==> src/rtl/dram_arbiter_if.sv <==
// -----------------------------------------------------------------------------
// dram_arbiter_if
// Bundle of every signal between the data-RAM arbiter and its neighbours:
// the instruction-fetch requester, the MEM-stage requester and the RAM itself.
//
// Signals (direction as seen by the arbiter, modport "slave"):
//   if_req_i / if_addr_i                fetch request and byte address
//   if_gnt_o / if_rvalid_o / if_rdata_o fetch grant, data-valid, fetched word
//   mem_req_i / mem_we_i / mem_be_i     MEM request, store flag, byte lanes
//   mem_addr_i / mem_wdata_i            MEM byte address, lane-positioned data
//   mem_gnt_o / mem_done_o / mem_rdata_o MEM grant, completion, loaded word
//   ram_en_o / ram_we_o / ram_addr_o    RAM strobe, write flag, word address
//   ram_wdata_o / ram_rdata_i           RAM write and read data
//   busy_o                              arbiter is in a transaction
// Modport "master" is the mirror image, used by the requesters/RAM (or a bench).
// -----------------------------------------------------------------------------
interface dram_arbiter_if #(
   parameter int ADDR_W = 32
);
   logic              if_req_i;
   logic [ADDR_W-1:0] if_addr_i;
   logic              if_gnt_o;
   logic              if_rvalid_o;
   logic [31:0]       if_rdata_o;

   logic              mem_req_i;
   logic              mem_we_i;
   logic [3:0]        mem_be_i;
   logic [ADDR_W-1:0] mem_addr_i;
   logic [31:0]       mem_wdata_i;
   logic              mem_gnt_o;
   logic              mem_done_o;
   logic [31:0]       mem_rdata_o;

   logic              ram_en_o;
   logic              ram_we_o;
   logic [ADDR_W-1:0] ram_addr_o;
   logic [31:0]       ram_wdata_o;
   logic [31:0]       ram_rdata_i;

   logic              busy_o;

   modport slave (
      input  if_req_i, if_addr_i,
      input  mem_req_i, mem_we_i, mem_be_i, mem_addr_i, mem_wdata_i,
      input  ram_rdata_i,
      output if_gnt_o, if_rvalid_o, if_rdata_o,
      output mem_gnt_o, mem_done_o, mem_rdata_o,
      output ram_en_o, ram_we_o, ram_addr_o, ram_wdata_o,
      output busy_o
   );

   modport master (
      output if_req_i, if_addr_i,
      output mem_req_i, mem_we_i, mem_be_i, mem_addr_i, mem_wdata_i,
      output ram_rdata_i,
      input  if_gnt_o, if_rvalid_o, if_rdata_o,
      input  mem_gnt_o, mem_done_o, mem_rdata_o,
      input  ram_en_o, ram_we_o, ram_addr_o, ram_wdata_o,
      input  busy_o
   );
endinterface

==> src/rtl/dram_arbiter.sv <==
// -----------------------------------------------------------------------------
// dram_arbiter
// Sequencer/arbiter for the single-port word-wide data RAM shared by the
// instruction fetch (read only) and the MEM stage (loads, stores with byte
// enables). Sub-word stores are done here as read-modify-write so the MEM
// stage never merges lanes. busy_o and the done pulses feed the stall logic.
//
// Ports:
//   clk_i   clock
//   rst_ni  asynchronous active-low reset; abandons any access in flight
//   bus     dram_arbiter_if.slave - fetch port, MEM port, RAM port, busy_o
//
// Parameters:
//   ADDR_W   byte-address width (>= 3)
//   RAM_LAT  RAM read latency in cycles, 1..7
//
// Build option:
//   DRAM_ARB_RR_EN  defined  -> round-robin between fetch and MEM
//                   undefined -> fixed priority, MEM over fetch
//
// Every output comes straight from a flop; requests are looked at only in
// IDLE and the winner's fields are latched at that edge.
// -----------------------------------------------------------------------------
module dram_arbiter #(
   parameter int ADDR_W  = 32,
   parameter int RAM_LAT = 1
) (
   input  logic          clk_i,
   input  logic          rst_ni,
   dram_arbiter_if.slave bus
);

   typedef enum logic [2:0] {
      S_IDLE,
      S_ISSUE,
      S_RD_WAIT,
      S_RMW_WAIT,
      S_WRITE,
      S_DONE
   } state_e;

   typedef enum logic {
      OWN_IF,
      OWN_MEM
   } owner_e;

   localparam logic [2:0] LAT_C = 3'(RAM_LAT);

   state_e            state_q;
   owner_e            owner_q;
   logic [2:0]        cnt_q;
   logic              we_q;
   logic [3:0]        be_q;
   logic [31:0]       wdata_q;

   logic              if_gnt_q, if_rvalid_q, mem_gnt_q, mem_done_q;
   logic [31:0]       if_rdata_q, mem_rdata_q;
   logic              ram_en_q, ram_we_q, busy_q;
   logic [ADDR_W-1:0] ram_addr_q;
   logic [31:0]       ram_wdata_q;

`ifdef DRAM_ARB_RR_EN
   owner_e            last_q;
`endif

   // ---------------------------------------------------------------- arbitration
   logic              req_any;
   owner_e            winner;
   logic              win_we;
   logic [3:0]        win_be;
   logic [31:0]       win_wdata;
   logic [ADDR_W-1:0] win_addr;

   // NOTE: every output of this block is assigned a default first, so no path
   // leaves a value unassigned and no latch is inferred.
   always_comb begin
      req_any   = bus.if_req_i | bus.mem_req_i;
      winner    = bus.mem_req_i ? OWN_MEM : OWN_IF;
`ifdef DRAM_ARB_RR_EN
      // Contention goes to whoever was not granted last.
      if (bus.if_req_i && bus.mem_req_i)
         winner = (last_q == OWN_MEM) ? OWN_IF : OWN_MEM;
`endif
      // A fetch is a plain read, so only the MEM side contributes we/be/wdata.
      win_we    = 1'b0;
      win_be    = 4'h0;
      win_wdata = 32'h0;
      win_addr  = bus.if_addr_i;
      if (winner == OWN_MEM) begin
         win_we    = bus.mem_we_i;
         win_be    = bus.mem_be_i;
         win_wdata = bus.mem_wdata_i;
         win_addr  = bus.mem_addr_i;
      end
   end

   // Lane merge for sub-word stores: new lanes from the store, the rest from
   // the word just read back.
   logic [31:0] merged;
   always_comb begin
      merged = 32'h0;
      for (int i = 0; i < 4; i++)
         merged[8*i +: 8] = be_q[i] ? wdata_q[8*i +: 8] : bus.ram_rdata_i[8*i +: 8];
   end

   // ---------------------------------------------------------------- sequencer
   // NOTE: all state and output flops use non-blocking assignments so every
   // register samples the pre-edge values regardless of statement order.
   always_ff @(posedge clk_i or negedge rst_ni) begin
      if (!rst_ni) begin
         state_q     <= S_IDLE;
         owner_q     <= OWN_IF;
         cnt_q       <= 3'd0;
         we_q        <= 1'b0;
         be_q        <= 4'h0;
         wdata_q     <= 32'h0;
         if_gnt_q    <= 1'b0;
         if_rvalid_q <= 1'b0;
         if_rdata_q  <= 32'h0;
         mem_gnt_q   <= 1'b0;
         mem_done_q  <= 1'b0;
         mem_rdata_q <= 32'h0;
         ram_en_q    <= 1'b0;
         ram_we_q    <= 1'b0;
         ram_addr_q  <= '0;
         ram_wdata_q <= 32'h0;
         busy_q      <= 1'b0;
`ifdef DRAM_ARB_RR_EN
         last_q      <= OWN_IF;
`endif
      end else begin
         // Pulses and strobes last exactly one cycle unless re-armed below.
         if_gnt_q    <= 1'b0;
         mem_gnt_q   <= 1'b0;
         if_rvalid_q <= 1'b0;
         mem_done_q  <= 1'b0;
         ram_en_q    <= 1'b0;
         ram_we_q    <= 1'b0;

         case (state_q)
            S_IDLE: begin
               if (req_any) begin
                  state_q     <= S_ISSUE;
                  busy_q      <= 1'b1;
                  owner_q     <= winner;
                  we_q        <= win_we;
                  be_q        <= win_be;
                  wdata_q     <= win_wdata;
                  // Byte offset is dropped; the RAM only ever sees word addresses.
                  ram_addr_q  <= win_addr & ~ADDR_W'(3);
                  // Issue-cycle outputs are set up now so they appear in ISSUE.
                  ram_en_q    <= !(win_we && (win_be == 4'h0));
                  ram_we_q    <= win_we && (win_be == 4'hF);
                  ram_wdata_q <= (win_we && (win_be == 4'hF)) ? win_wdata : 32'h0;
                  if (winner == OWN_MEM) mem_gnt_q <= 1'b1;
                  else                   if_gnt_q  <= 1'b1;
`ifdef DRAM_ARB_RR_EN
                  last_q      <= winner;
`endif
               end
            end

            S_ISSUE: begin
               if (!we_q) begin
                  state_q <= S_RD_WAIT;
                  cnt_q   <= 3'd1;
               end else if ((be_q == 4'hF) || (be_q == 4'h0)) begin
                  // Full store already committed; empty store never touched the RAM.
                  state_q    <= S_DONE;
                  mem_done_q <= 1'b1;
               end else begin
                  state_q <= S_RMW_WAIT;
                  cnt_q   <= 3'd1;
               end
            end

            S_RD_WAIT: begin
               if (cnt_q == LAT_C) begin
                  cnt_q   <= 3'd0;
                  state_q <= S_DONE;
                  if (owner_q == OWN_MEM) begin
                     mem_rdata_q <= bus.ram_rdata_i;
                     mem_done_q  <= 1'b1;
                  end else begin
                     if_rdata_q  <= bus.ram_rdata_i;
                     if_rvalid_q <= 1'b1;
                  end
               end else begin
                  cnt_q <= cnt_q + 3'd1;
               end
            end

            S_RMW_WAIT: begin
               if (cnt_q == LAT_C) begin
                  cnt_q       <= 3'd0;
                  state_q     <= S_WRITE;
                  ram_en_q    <= 1'b1;
                  ram_we_q    <= 1'b1;
                  ram_wdata_q <= merged;
               end else begin
                  cnt_q <= cnt_q + 3'd1;
               end
            end

            S_WRITE: begin
               state_q    <= S_DONE;
               mem_done_q <= 1'b1;
            end

            S_DONE: begin
               state_q <= S_IDLE;
               busy_q  <= 1'b0;
            end

            default: begin
               state_q <= S_IDLE;
               busy_q  <= 1'b0;
            end
         endcase
      end
   end

   // ---------------------------------------------------------------- outputs
   assign bus.if_gnt_o    = if_gnt_q;
   assign bus.if_rvalid_o = if_rvalid_q;
   assign bus.if_rdata_o  = if_rdata_q;
   assign bus.mem_gnt_o   = mem_gnt_q;
   assign bus.mem_done_o  = mem_done_q;
   assign bus.mem_rdata_o = mem_rdata_q;
   assign bus.ram_en_o    = ram_en_q;
   assign bus.ram_we_o    = ram_we_q;
   assign bus.ram_addr_o  = ram_addr_q;
   assign bus.ram_wdata_o = ram_wdata_q;
   assign bus.busy_o      = busy_q;

endmodule
==> src/flat_wrapper.sv <==
// flat-port wrapper written by rule: the top's interface ports become plain ports
module dram_arbiter_flat 
#(
   parameter int ADDR_W  = 32,
   parameter int RAM_LAT = 1
)
  (clk_i, rst_ni, bus_if_req_i, bus_if_addr_i, bus_mem_req_i, bus_mem_we_i, bus_mem_be_i, bus_mem_addr_i, bus_mem_wdata_i, bus_ram_rdata_i, bus_if_gnt_o, bus_if_rvalid_o, bus_if_rdata_o, bus_mem_gnt_o, bus_mem_done_o, bus_mem_rdata_o, bus_ram_en_o, bus_ram_we_o, bus_ram_addr_o, bus_ram_wdata_o, bus_busy_o);
  dram_arbiter_if #(.ADDR_W(ADDR_W)) bus_i ();
  input  logic clk_i;
  input  logic rst_ni;
  input wire logic [$bits(bus_i.if_req_i)-1:0] bus_if_req_i;
  input wire logic [$bits(bus_i.if_addr_i)-1:0] bus_if_addr_i;
  input wire logic [$bits(bus_i.mem_req_i)-1:0] bus_mem_req_i;
  input wire logic [$bits(bus_i.mem_we_i)-1:0] bus_mem_we_i;
  input wire logic [$bits(bus_i.mem_be_i)-1:0] bus_mem_be_i;
  input wire logic [$bits(bus_i.mem_addr_i)-1:0] bus_mem_addr_i;
  input wire logic [$bits(bus_i.mem_wdata_i)-1:0] bus_mem_wdata_i;
  input wire logic [$bits(bus_i.ram_rdata_i)-1:0] bus_ram_rdata_i;
  output wire logic [$bits(bus_i.if_gnt_o)-1:0] bus_if_gnt_o;
  output wire logic [$bits(bus_i.if_rvalid_o)-1:0] bus_if_rvalid_o;
  output wire logic [$bits(bus_i.if_rdata_o)-1:0] bus_if_rdata_o;
  output wire logic [$bits(bus_i.mem_gnt_o)-1:0] bus_mem_gnt_o;
  output wire logic [$bits(bus_i.mem_done_o)-1:0] bus_mem_done_o;
  output wire logic [$bits(bus_i.mem_rdata_o)-1:0] bus_mem_rdata_o;
  output wire logic [$bits(bus_i.ram_en_o)-1:0] bus_ram_en_o;
  output wire logic [$bits(bus_i.ram_we_o)-1:0] bus_ram_we_o;
  output wire logic [$bits(bus_i.ram_addr_o)-1:0] bus_ram_addr_o;
  output wire logic [$bits(bus_i.ram_wdata_o)-1:0] bus_ram_wdata_o;
  output wire logic [$bits(bus_i.busy_o)-1:0] bus_busy_o;
  assign bus_i.if_req_i = bus_if_req_i;
  assign bus_i.if_addr_i = bus_if_addr_i;
  assign bus_i.mem_req_i = bus_mem_req_i;
  assign bus_i.mem_we_i = bus_mem_we_i;
  assign bus_i.mem_be_i = bus_mem_be_i;
  assign bus_i.mem_addr_i = bus_mem_addr_i;
  assign bus_i.mem_wdata_i = bus_mem_wdata_i;
  assign bus_i.ram_rdata_i = bus_ram_rdata_i;
  assign bus_if_gnt_o = bus_i.if_gnt_o;
  assign bus_if_rvalid_o = bus_i.if_rvalid_o;
  assign bus_if_rdata_o = bus_i.if_rdata_o;
  assign bus_mem_gnt_o = bus_i.mem_gnt_o;
  assign bus_mem_done_o = bus_i.mem_done_o;
  assign bus_mem_rdata_o = bus_i.mem_rdata_o;
  assign bus_ram_en_o = bus_i.ram_en_o;
  assign bus_ram_we_o = bus_i.ram_we_o;
  assign bus_ram_addr_o = bus_i.ram_addr_o;
  assign bus_ram_wdata_o = bus_i.ram_wdata_o;
  assign bus_busy_o = bus_i.busy_o;
  dram_arbiter #(.ADDR_W(ADDR_W), .RAM_LAT(RAM_LAT)) u_core (.clk_i(clk_i), .rst_ni(rst_ni), .bus(bus_i));
endmodule
==> config.mk <==
export PLATFORM = sky130hd
export DESIGN_NAME = dram_arbiter_flat
export DESIGN_NICKNAME = d
export VERILOG_FILES = /design/src/rtl/dram_arbiter_if.sv /design/src/rtl/dram_arbiter.sv /design/src/flat_wrapper.sv
export SDC_FILE = /design/constraint.sdc
export NUM_CORES = 1
export LEC_CHECK = 0
export BUFFER_PORTS_ARGS = -buffer_cell sky130_fd_sc_hd__buf_2
export CORE_ASPECT_RATIO = 0.8
export CORE_MARGIN = 2
export CORE_UTILIZATION = 47
export CTS_BUF_LIST = sky130_fd_sc_hd__clkbuf_4
export DETAILED_ROUTE_END_ITERATION = 10
export HOLD_SLACK_MARGIN = 0.12
export PLACE_DENSITY = 0.81
export SYNTH_ARGS = -nofsm -noshare
export SYNTH_HDL_FRONTEND = slang
export SYNTH_SLANG_ARGS = --single-unit
==> constraint.sdc <==
create_clock -name clk_i -period 2.17 [get_ports clk_i]
set_clock_uncertainty 0.15 [all_clocks]
set_input_delay 0.434 -clock clk_i [delete_from_list [all_inputs] [get_ports clk_i]]
set_output_delay 0.434 -clock clk_i [all_outputs]
set_load 0.01 [all_outputs]
## Word level (Yosys, flattened, before mapping)

Index checks and enable logic that the tools add are counted.

| word-level totals | value |
|---|---|
| bits in registers | 177 |
| bits of input ports | 137 |
| output and inout port bits | 135 |
| word-level logic and storage cells | 94 |

| cells by class | value |
|---|---|
| add/sub/neg operators | 1 |
| equality and inequality tests | 11 |
| multiplexer cells | 44 |
| bitwise operators | 3 |
| reduce and logical (&&, ||, !) cells | 18 |

Operator list:

| kind | number |
|---|---|
| two-way mux 32 bit | 5 |
| case mux 32 bit (2 select lines) | 1 |
| two-way mux 8 bit | 4 |
| two-way mux 3 bit | 8 |
| two-way mux 1 bit | 19 |
| case mux 3 bit (5 select lines) | 1 |
| AND reduction 3 bit | 4 |
| equality test 4 bit (second input constant) | 2 |
| zero test 4 bit | 2 |
| equality test 3 x 1 -> 1 bit (second input constant) | 2 |
| equality test 3 x 2 -> 1 bit (second input constant) | 2 |
| inequality test 2 x 1 -> 1 bit (second input constant) | 3 |
| case mux 1 bit (2 select lines) | 3 |
| case mux 3 bit (2 select lines) | 1 |
| AND reduction 2 bit | 3 |
| two-way mux 4 bit | 1 |
| nonzero test 2 bit | 2 |
| OR reduction 4 bit | 1 |
| adder 3 x 1 -> 3 bit (second input constant) | 1 |
| equality test 3 bit (second input constant) | 1 |
| zero test 3 bit | 1 |
| inequality test 3 bit (second input constant) | 1 |
| case mux 1 bit (3 select lines) | 1 |
| logical AND 1 bit | 2 |
| other kinds (5) | 6 |

## Logic depth before layout (Yosys ltp)

Gate-level depths: netlist (run 1).

| logic depth | value |
|---|---|
| depth after elaboration | 7 |
| mapped depth | 7 |
| depth with buffers taken out | 4 |

## Least setup slack after synthesis (run 1)

OpenSTA, ideal clock, no wires.

| timing | value |
|---|---|
| path type | flip-flop to flip-flop |
| start | register u_core.cnt_q[1] |
| end | register u_core.ram_wdata_q[15], in the netlist u_core.bus.ram_wdata_o[15] |
| arrival time | 1.820 ns |
| data required time | 1.895 ns |
| slack | 0.075 ns |
| stages on the path, launching flop included | 6 |
| buffers on the path | 1 |
| period minus slack after synthesis | 2.095 ns |
| cell sequence | dfrtp_1 -> or3b_4 -> or2_1 -> a21oi_4 -> buf_6 -> mux2_2 |

| on the way | value |
|---|---|
| longest elaborated chain between the ends | 3 |

RTL lines:

| item | line | RTL |
|---|---|---|
| from (decl) | dram_arbiter.sv:51 | `logic [2:0] cnt_q;` |
| from (signal assigned) | dram_arbiter.sv:189 | `cnt_q <= cnt_q + 3'd1;` |
| from (signal assigned) | dram_arbiter.sv:201 | `cnt_q <= cnt_q + 3'd1;` |
| equality test 3 x 1 -> 1 bit | dram_arbiter.sv:194 | `if (cnt_q == LAT_C) begin` |
| inequality test 2 x 1 -> 1 bit (no source line) | n/a |  |
| AND reduction 3 bit (no source line) | n/a |  |
| to (signal assigned) | dram_arbiter.sv:154 | `ram_wdata_q <= (win_we && (win_be == 4'hF)) ? win_wdata : 32'h0;` |
| to (signal assigned) | dram_arbiter.sv:199 | `ram_wdata_q <= merged;` |
| to (decl) | dram_arbiter.sv:60 | `logic [31:0] ram_wdata_q;` |

Every way passes these cells.
A chain may end at the register's enable or synchronous reset.

## Final worst setup path (run 1)

| timing | value |
|---|---|
| start | register u_core.cnt_q[1] |
| end | register u_core.ram_wdata_q[17], in the netlist u_core.bus.ram_wdata_o[17] |

Same word-level chain as after synthesis.

==> results of run 1 <==
==> metal layers <==
metal / part of all wire, % / global-route usage, % / wire [um] / vias up
li1: - / - / - / 2930
met1: 42 / 33.25 / 9481 / 3216
met2: 49 / 43.99 / 11150 / 302
met3: 6.2 / 5.581 / 1407 / 43
met4: 2.4 / 10.50 / 533 / 0
met5: 0 / 0 / 0 / -
==> path summary, 6_finish.rpt <==
kind                                           from                    endpoint  slack, ns  cells after the start
setup / recovery                    u_core.cnt_q[1]  u_core.bus.ram_wdata_o[17]       0.04                      5
hold / removal                               rst_ni  u_core.bus.ram_wdata_o[21]       0.18                      2
setup reg to reg                    u_core.cnt_q[1]  u_core.bus.ram_wdata_o[17]       0.04                      5
hold reg to reg            u_core.bus.ram_addr_o[6]    u_core.bus.ram_addr_o[6]       0.34                      2
max in group asynchronous                    rst_ni  u_core.bus.ram_wdata_o[11]       1.06                      3
min in group clk_i         u_core.bus.ram_addr_o[6]    u_core.bus.ram_addr_o[6]       0.34                      2
==> logic make-up (layout without fill, tap and decap cells) <==
family | count (synthesis) | after routing
buf+inv | 48 | 466
xor+xnor | 1 | 1
flops | 177 | 177
compound gates | 121 | 121
other cells | 1 | 3
mux | 159 | 159
simple gates | 70 | 70
==> Yosys cell counts, drive strengths merged, types with 2 or more instances <==
library cell  count  area (sq um)
a21oi             5         36.29
a22o             38         332.8
buf              22         125.1
clkbuf           23         86.33
dfrtp           177          4429
inv               3         11.26
mux2             95          1070
mux2i            64         640.6
nand2            40         150.1
nand2b            3         18.77
nand3b            4         30.03
nand4             2         12.51
nor2              9         33.78
nor2b             3         18.77
nor3              2         10.01
o21ai            38         190.2
o2bb2ai          31         271.5
or4               2         15.01
==> per-stage QoR <==
stage / instances / setup WS (ns)
finish: 1212 / 0.03832
floorplan: 578 / 0.07515
global placement: 1044 / 0.08571
global route: 1212 / 0.01117
detailed placement: 1044 / 0.06630
CTS: 1209 / 0.007710
==> report_power, final <==
part           switching [uW]  total (uW)  internal (uW)
Clock                    1190        2010            818
Combinational            3020        5990           2970
Sequential                814        5570           4750
==> flip-flops by register name, indices dropped and copies added (netlist names), 3 cells and up <==
signal                  flops
u_core.wdata_q             32
u_core.cnt_q                3
u_core.state_q              3
u_core.bus.mem_rdata_o     32
u_core.bus.ram_wdata_o     32
u_core.bus.ram_addr_o      30
u_core.bus.if_rdata_o      32
u_core.be_q                 4
==> critical path, cell delays in order (launching register included) <==
cell       delay, ns
dfrtp_1         0.40
or3b_4          0.39
or2_4           0.27
a21oi_4         0.22
clkbuf_16       0.25
mux2_2          0.36
==> cell type report <==
type / instances / share of cell area (%)
Tap cell: 215 / 2.425
Sequential cell: 177 / 39.93
Inverter: 3 / 0.1015
Antenna cell: 1 / 0.02256
Clock buffer: 17 / 1.150
Multi-Input combinational cell: 353 / 26.96
Clock inverter: 15 / 1.635
Timing Repair Buffer: 431 / 27.78
==> timing repair <==
item,CTS,global route
gates resized for setup,0,7
hold endpoints to repair,344,0
hold buffers,133,0
setup buffers,0,1
setup endpoints to repair,0,39
==> summary.md, run 1 <==
| Metric | Value |
|---|---|
| Critical Path AT | 2.44 ns |
| DR iter-0 viols | 373 |
| Number of top-level pins | 272 |
| PwrDens | 1223 mW/mm^2 |
| Endpoint class of the critical path | flip-flop |
| Number of flops mapped to enable cells by yosys | 0 |
| Top FF cell, synth | dfrtp_1 |
| Worst Path Max Fanout | 16 |
| Number of buffers created by CTS | 17 |
| Simple logic cell fraction of the synthesized area | 4.359% |
| Max cap viols | 0 |
| Fmax | 469.1 MHz |
| Avg Cell Area, Syn | 13.18 sq um |
| Max-slew violations | 0 |
| Most frequent cells in the layout | buf_2 (263), dfrtp_1 (177), dlygate4sd3_1 (133) |
| DRT Wirelength | 22570 um |
| Fraction of layout cells with a size suffix above 1 | 43.07% |
| Final TNS setup | 0 ns |
| Compound-Gate Fraction of Synth Area | 11.83% |
| Remaining Overflow, GRT | 0 |
| Final Cell Area | 0.01109 sq mm |
| Cell Area, Synth | 0.007606 sq mm |
| Worst-path clk slew | 0.15 ns |
| Mux cell area share after synthesis | 22.49% |
| Clk Latency, worst-skew pair | 0.55 ns |
| Max rail drop VDD | 0.7590 mV |
| Yosys Warn Count | 0 |
| HPWL Detailed | 13080 um |
| Die Y | 117.8 um |
| Async SR Flop Fraction | 100.0% |
| Layout fillers | 1045 |
| Placed cell areas | 0.009395 sq mm |
| DRC | 0 |
| Min cycle time layout | 2.132 ns |
| Drt first pass iters | 4 |
| GP Congestion | 0.8693 |
| Register bit total from synthesis | 177 |
| CORE AREA | 0.01580 sq mm |
| Area of the die | 0.01722 sq mm |
| Actual transition at the worst max-transition pin | 0.5629 ns |
| Period utilisation layout | 98.23% |
| DR WL/cell | 18.62 um |
| CTS Buffer Depth | 2 |
| Post-DRT Antenna Nets | 0 |
| Static leakage | 0.005421 uW |
| FP Rows | 41 |
| Synth Area in Adders | 0% |
| WHS | 0.1788 ns |
| # setup viols final | 0 |
| Die W | 146.2 um |
| First-pass GRT wire length | 35600 um |
| Status | finished clean |
| Final Util | 70.21% |
| Number of vias per cell | 5.356 |
| FF/Latch Area | 0.004429 sq mm |
| Area occupied by multi-input gates | 0.002990 sq mm |
| Antenna violations before repair | 1 |
| Worst Hold Class | in -> async |
| Htree depth | 4 |
| Mapped Cells | 577 |
| RSZ-0062 raised after global routing | no |
| Library cells used by synthesis | 40 |
| Largest net degree at the start of global routing | 55 |
| Worst EP required | 2.48 ns |
| Initial Utilization | 48.14% |
| Port bufs | 265 |
| Total GRT Usage | 26.19% |
| Fin. Hold Viols | 0 |
| Post-synthesis xor/xnor area fraction | 0.1152% |
| Clock sink count | 177 |
| CP Class | reg -> reg |
| Vias | 6491 |
| Commonest non-fill, non-tap cell in the layout | buf_2 |
| CTS tree | yes |
| Setup crit start kind | flip-flop |
| Clock Tree Root | clkbuf_4 |
| Power Total | 13570 uW |
| Max_slew headroom | 62.14% |
| Synth-to-Final Area Change | 45.85% |
| Final #Nets | 1120 |
| Main combinational cell family by area after synthesis | multiplexers |
| Sequential area share after synthesis | 58.23% |
| Vias in the first global route | 6852 |
Power figures use the tool's default switching activity.
==> run 2: changes to the inputs <==
--- a/config.mk
+++ b/config.mk
@@ -6,7 +6,6 @@
 export NUM_CORES = 1
 export LEC_CHECK = 0
 export BUFFER_PORTS_ARGS = -buffer_cell sky130_fd_sc_hd__buf_2
-export CORE_ASPECT_RATIO = 0.8
 export CORE_MARGIN = 2
 export CORE_UTILIZATION = 47
 export CTS_BUF_LIST = sky130_fd_sc_hd__clkbuf_4
==> summary.md, run 2 (synthesis gave the netlist of run 1 again) <==
| Metric | Value |
|---|---|
| RSZ-0062 raised after global routing | yes |
| DRT Wirelength | 22980 um (+1.8%) |
| Drt first pass iters | 5 (+1) |
| Die W | 131.2 um (-10%) |
| HP Start | bus_mem_req_i |
| Fin. Hold Viols | 0 (unchanged) |
| Clock sink count | 177 (unchanged) |
| Fraction of layout cells with a size suffix above 1 | 43.12% (+0.043 points) |
| CP Class | reg -> reg |
| Initial Utilization | 48.06% (-0.084 points) |
| Synth-to-Final Area Change | 44.43% |
| Worst EP required | 2.48 ns (about the same) |
| PwrDens | 1210 mW/mm^2 (-1.1%) |
| Final Cell Area | 0.01099 sq mm (-0.97%) |
| CP max-delay cell | dfrtp_1 |
| Final Non-Filler Cells | 1212 (unchanged) |
| Vias | 6481 (-0.15%) |
| Area of the die | 0.01722 sq mm (about the same) |
| Max_slew headroom | 62.48% (+0.34 points) |
| Period utilisation layout | 97.41% (-0.82 points) |
| Largest net degree at the start of global routing | 74 (+35%) |
| Remaining Overflow, GRT | 0 (unchanged) |
| HPWL Detailed | 13860 um (+5.9%) |
| Most frequent cells in the layout | buf_2 (264), dfrtp_1 (177), dlygate4sd3_1 (134) |
| DRC | 0 (unchanged) |
| Layout fillers | 1029 (-1.5%) |
| Vias in the first global route | 6959 (+1.6%) |
| Port bufs | 265 (unchanged) |
| Dpl cells | 1045 (+0.096%) |
| CTS tree | yes |
| Worst Hold Class | in -> reg |
| Max cap viols | 0 (unchanged) |
| Worst Hold End | u_core.bus.busy_o |
| Clock Tree Root | clkbuf_4 |
| Total GRT Usage | 27.34% (+1.2 points) |
| Post-DRT Antenna Nets | 0 (unchanged) |
| # setup viols final | 0 (unchanged) |
| Actual transition at the worst max-transition pin | 0.5610 ns (-0.001905 ns) |
| Static leakage | 0.005359 uW (-1.2%) |
| Max-slew violations | 0 (unchanged) |
| Number of top-level pins | 272 (unchanged) |
| Fmax | 473.1 MHz (+0.85%) |
| FF-to-FF setup slack | 0.06 ns (+0.02 ns) |
| Worst-path clk slew | 0.14 ns (about the same) |
| Final #Nets | 1119 (-0.089%) |
| Htree depth | 4 (unchanged) |
| Placed cell areas | 0.009363 sq mm (-0.35%) |
| Setup crit start kind | flip-flop |
| DR iter-0 viols | 296 (-21%) |
| Number of vias per cell | 5.347 (-0.15%) |
| Antenna violations before repair | 1 (unchanged) |
| Buf/Inv on CP | 1 (unchanged) |
| Worst path max stage delay | 0.41 ns (about the same) |
| Worst Setup Slack, final | 0.05621 ns (+0.01789 ns) |
| Worst r2r dst | u_core.bus.ram_wdata_o[21] |
| CORE AREA | 0.01583 sq mm (+0.17%) |
| Endpoint class of the critical path | flip-flop |
| Commonest non-fill, non-tap cell in the layout | buf_2 |
| R2R Path Start | u_core.cnt_q[1] |
| Status | finished clean |
| FP Rows | 46 (+12%) |
| Power Total | 13290 uW (-2.0%) |
| WHS | 0.2249 ns (+0.04610 ns) |
| CTS Buffer Depth | 2 (unchanged) |
| Worst Path Max Fanout | 9 (-7) |
| DP Worst Slack | 0.03711 ns (-0.02919 ns) |
| WP depth | 5 (unchanged) |
| First-pass GRT wire length | 36960 um (+3.8%) |
| Min cycle time layout | 2.114 ns (-0.01789 ns) |
| Hold path cells | 5 |
| R2R depth | 5 (unchanged) |
| Max rail drop VDD | 0.5523 mV (-27%) |
| Crit-path leading delay family | simple AND/OR/NAND/NOR gates |
| GP Congestion | 0.7939 (-8.7%) |
| Number of buffers created by CTS | 17 (unchanged) |
| Worst path cell trace | or3b_4 > or2_1 > a21oi_4 > buf_4 > mux2_2 |
| Die Y | 131.2 um (+11%) |
| Clk Latency, worst-skew pair | 0.58 ns (+0.03 ns) |
| DR WL/cell | 18.96 um (+1.8%) |
| Critical Path AT | 2.42 ns (-0.02 ns) |
[run 2: cell types whose count changed in the layout (fill, tap and decap cells not counted), moves of 2 or more]
cell        delta
buf_12         -4
clkinvlp_4     +3
buf_6          +2
bufinv_16      -2
inv_8          -2
[run 2: tightest hold or removal path: cells and delay by family]
kind | cells | cell delay [ns]
buffers and inverters | 1 | 0.19
AND/OR/NAND/NOR | 2 | 0.14
AO/OA/AOI/OAI | 2 | 0.14
[run 2: routing by layer]
| metal | up-vias | global-route usage, % | share of wire, % |
|---|---|---|---|
| met5 | - | 0 | 0 |
| met4 | 0 | 12.86 | 3.8 |
| met3 | 58 | 5.980 | 5.7 |
| met2 | 324 | 46.55 | 50 |
| met1 | 3181 | 33.25 | 40 |
| li1 | 2918 | - | - |
[run 2: final cells by class]
class | count | area (sq um) | share of cell area (%)
antenna | 1 | 2.502 | 0.02278
clock buffer | 18 | 135.1 | 1.230
clock inverter | 14 | 130.1 | 1.185
inverter | 3 | 11.26 | 0.1025
multi-input combinational | 353 | 2993 | 27.24
sequential | 177 | 4429 | 40.32
tap | 216 | 270.3 | 2.460
timing repair buffer | 430 | 3014 | 27.44
[run 2: timing repair]
action                                  in CTS  in global routing
hold buffers                               134                  0
endpoints found under the hold margin      345                  0
buffers inserted                             0                  0
endpoints found under the setup margin       0                 39
resized for setup                            0                  3
[run 2: power by group]
part           internal [uW]  switching (uW)  total [uW]
Combinational           2920            3010        5930
Sequential              4750             822        5580
Clock                    593            1200        1790
[run 2: worst max-delay path by stage]
stage | start | to | slack, ns
3_5_place_dp | u_core.cnt_q[1] | u_core.bus.if_rdata_o[21] | 0.04
5_1_grt | u_core.cnt_q[1] | u_core.bus.ram_wdata_o[21] | -0.01
4_1_cts | u_core.cnt_q[1] | u_core.bus.if_rdata_o[21] | 0.006
6_report | u_core.cnt_q[1] | u_core.bus.ram_wdata_o[21] | 0.06
2_1_floorplan | u_core.cnt_q[1] | u_core.bus.ram_wdata_o[15] | 0.08
3_3_place_gp | u_core.cnt_q[1] | u_core.bus.if_rdata_o[16] | 0.1
[run 2: through the flow]
step                util, %  setup TNS, ns
detailed placement    59.15              0
global route          69.41       -0.01042
global placement      59.15              0
finish                69.41              0
CTS                   69.30              0
floorplan                 -              0
==> run 3: changes to the inputs <==
--- a/config.mk
+++ b/config.mk
@@ -5,13 +5,13 @@
 export SDC_FILE = /design/constraint.sdc
 export NUM_CORES = 1
 export LEC_CHECK = 0
-export BUFFER_PORTS_ARGS = -buffer_cell sky130_fd_sc_hd__buf_2
+export BUFFER_PORTS_ARGS = -buffer_cell sky130_fd_sc_hd__clkbuf_2
 export CORE_MARGIN = 2
 export CORE_UTILIZATION = 47
 export CTS_BUF_LIST = sky130_fd_sc_hd__clkbuf_4
 export DETAILED_ROUTE_END_ITERATION = 10
 export HOLD_SLACK_MARGIN = 0.12
-export PLACE_DENSITY = 0.81
+export PLACE_DENSITY = 0.79
 export SYNTH_ARGS = -nofsm -noshare
 export SYNTH_HDL_FRONTEND = slang
 export SYNTH_SLANG_ARGS = --single-unit
==> summary.md, run 3 (synthesis gave the netlist of run 1 again) <==
| Metric | Value |
|---|---|
| Met2 WL post-DR | 11600 um (+0.49%) |
| Worst Path Max Fanout | 12 (+3) |
| Worst r2r dst | u_core.bus.ram_wdata_o[25] |
| Fraction of layout cells with a size suffix above 1 | 43.19% (+0.071 points) |
| CORE AREA | 0.01583 sq mm (unchanged) |
| Clock Tree Root | clkbuf_4 |
| DR iter-0 viols | 298 (+0.68%) |
| Total GRT Usage | 27.21% (-0.13 points) |
| First-pass GRT wire length | 37380 um (+1.2%) |
| Actual transition at the worst max-transition pin | 0.5164 ns (-0.04451 ns) |
| Largest net degree at the start of global routing | 57 (-23%) |
| DRC | 0 (unchanged) |
| Worst Hold End | u_core.bus.ram_wdata_o[24] |
| Met3 wire length | 1509 um (+15%) |
| Post-DRT Antenna Nets | 0 (unchanged) |
| Placed cell areas | 0.009385 sq mm (+0.24%) |
| GP Congestion | 0.8187 (+3.1%) |
| Die W | 131.2 um (unchanged) |
| CTS Buffer Depth | 2 (unchanged) |
| Critical Path AT | 2.48 ns (+0.06 ns) |
| Drt first pass iters | 5 (unchanged) |
| Fmax | 460.8 MHz (-2.6%) |
| Max rail drop VDD | 0.5646 mV (+2.2%) |
| Max-slew violations | 0 (unchanged) |
| R2R Path Start | u_core.cnt_q[1] |
| Crit-path leading delay family | simple AND/OR/NAND/NOR gates |
| DRT Wirelength | 23030 um (+0.24%) |
| Area of the die | 0.01722 sq mm (unchanged) |
| Port bufs | 265 (unchanged) |
| Hold path cells | 3 (-2) |
| Setup repair bufs after CTS | 0 (unchanged) |
| Number of top-level pins | 272 (unchanged) |
| Status | finished, violations left |
| Period utilisation layout | 100.0% (+2.6 points) |
| Antenna violations before repair | 2 (+1) |
| FF-to-FF setup slack | -0.0003 ns (-0.06 ns) |
| Failing checks | negative setup slack |
| Initial Utilization | 48.06% (unchanged) |
| Max_slew headroom | 65.26% (+2.8 points) |
| Vias | 6551 (+1.1%) |
| Static leakage | 0.005371 uW (+0.22%) |
| CP Class | reg -> reg |
| Clk Latency, worst-skew pair | 0.56 ns (-0.02 ns) |
| DR WL/cell | 18.94 um (about the same) |
| Number of vias per cell | 5.387 (+0.75%) |
| Uppermost routed layer | met4 |
| Die Y | 131.2 um (unchanged) |
| HP Start | bus_mem_req_i |
| Setup crit start kind | flip-flop |
| Met1 wire length | 9119 um (-1.5%) |
| Final Cell Area | 0.01099 sq mm (about the same) |
| Most frequent cells in the layout | clkbuf_2 (264), dfrtp_1 (177), dlygate4sd3_1 (134) |
| Remaining Overflow, GRT | 0 (unchanged) |
| RSZ-0062 raised after global routing | yes |
| CP max-delay cell | or3b_4 |
| Final #Nets | 1122 (+0.27%) |
| Fin. Hold Viols | 0 (unchanged) |
| Worst Setup Slack, final | -0.0003266 ns (-0.05653 ns) |
| # setup viols final | 1 (+1) |
| Worst-path clk slew | 0.14 ns (about the same) |
| Min cycle time layout | 2.170 ns (+0.05653 ns) |
| Synth-to-Final Area Change | 44.53% (about the same) |
| R2R depth | 5 (unchanged) |
| CTS tree | yes |
| PwrDens | 1205 mW/mm^2 (-0.39%) |
| Vias in the first global route | 7093 (+1.9%) |
| FP Rows | 46 (unchanged) |
| Worst EP required | 2.48 ns (about the same) |
| Max cap viols | 0 (unchanged) |
| Worst Hold Class | in -> reg |
| Buf/Inv on CP | 1 (unchanged) |
| HPWL Detailed | 14130 um (+1.9%) |
| Htree depth | 4 (unchanged) |
| Final TNS setup | -0.0003266 ns (-0.0003266 ns) |
| Endpoint class of the critical path | flip-flop |
| Number of buffers created by CTS | 17 (unchanged) |
| Worst path cell trace | or3b_4 > or2_1 > a21oi_4 > buf_4 > mux2_2 |
| Worst path max stage delay | 0.43 ns (+0.02 ns) |
| Clock sink count | 177 (unchanged) |
| Commonest non-fill, non-tap cell in the layout | clkbuf_2 |
-- run 3: cell types whose count changed in the layout (fill, tap and decap cells not counted) --
| cell | before | now |
|---|---|---|
| clkinv_2 | 1 | 3 |
| buf_2 | 264 | 0 |
| clkbuf_2 | 0 | 264 |
| clkinv_1 | 1 | 2 |
| clkinvlp_4 | 4 | 5 |
| diode_2 | 1 | 2 |
| buf_6 | 3 | 2 |
| clkinv_4 | 3 | 1 |
| buf_4 | 21 | 25 |
| inv_6 | 4 | 2 |
-- run 3: cell type report --
class                      instances  area (sq um)
tap                              216         270.3
sequential                       177          4429
antenna                            2         5.005
multi-input combinational        353          2993
fill                            1060          4835
clock buffer                      18         135.1
timing repair buffer             433          3033
inverter                           3         11.26
clock inverter                    14         116.4
-- run 3: worst max-delay path by stage --
| stage | to | startpoint | slack [ns] | cells after the start |
|---|---|---|---|---|
| 5_1_grt | u_core.bus.ram_wdata_o[0] | u_core.cnt_q[1] | -0.04 | 5 |
| 4_1_cts | u_core.bus.ram_wdata_o[17] | u_core.cnt_q[1] | -0.000002 | 5 |
| 2_1_floorplan | u_core.bus.ram_wdata_o[15] | u_core.cnt_q[1] | 0.08 | 5 |
| 3_3_place_gp | u_core.bus.ram_wdata_o[3] | u_core.cnt_q[1] | 0.07 | 5 |
| 3_5_place_dp | u_core.bus.if_rdata_o[8] | u_core.cnt_q[1] | 0.02 | 5 |
| 6_report | u_core.bus.ram_wdata_o[25] | u_core.cnt_q[1] | -0.0003 | 5 |
-- run 3: timing repair --
action / CTS / global route
resized for setup: 1 / 1
hold endpoints to repair: 343 / 0
hold buffers: 134 / 0
endpoints found under the setup margin: 29 / 29
pin swaps: 0 / 0
-- run 3: stage by stage --
step                util [%]  cells  power (uW)  hold WS [ns]  setup slack (ns)
finish                 69.45   1216       13250        0.1920        -0.0003266
detailed placement     59.30   1048       11200        0.2481           0.02003
global route           69.45   1216       14030        0.2088          -0.04259
global placement       59.30   1048       10950        0.2459           0.07347
floorplan                  -    578        8810      -0.01159           0.07515
CTS                    69.40   1214       13140        0.1320      -0.000002220
-- run 3: power breakdown --
group	switching (uW)	internal, uW	total [uW]
Sequential	876	4760	5630
Combinational	3010	2860	5870
Clock	1170	573	1740
Total	5060	8190	13200
-- run 3: worst register-to-register path, delay by kind of cell (launching register included) --
family	cells	cell delay, ns
AND/OR/NAND/NOR	2	0.72
buffers and inverters	1	0.25
AO/OA/AOI/OAI	1	0.18
flip-flops	1	0.40
multiplexers	1	0.37
-- run 3: per-layer routing --
layer | vias to the layer above | track usage (%)
met5 | - | 0
li1 | 2932 | -
met4 | 0 | 12.38
met2 | 304 | 46.52
met1 | 3256 | 32.85
met3 | 59 | 6.289
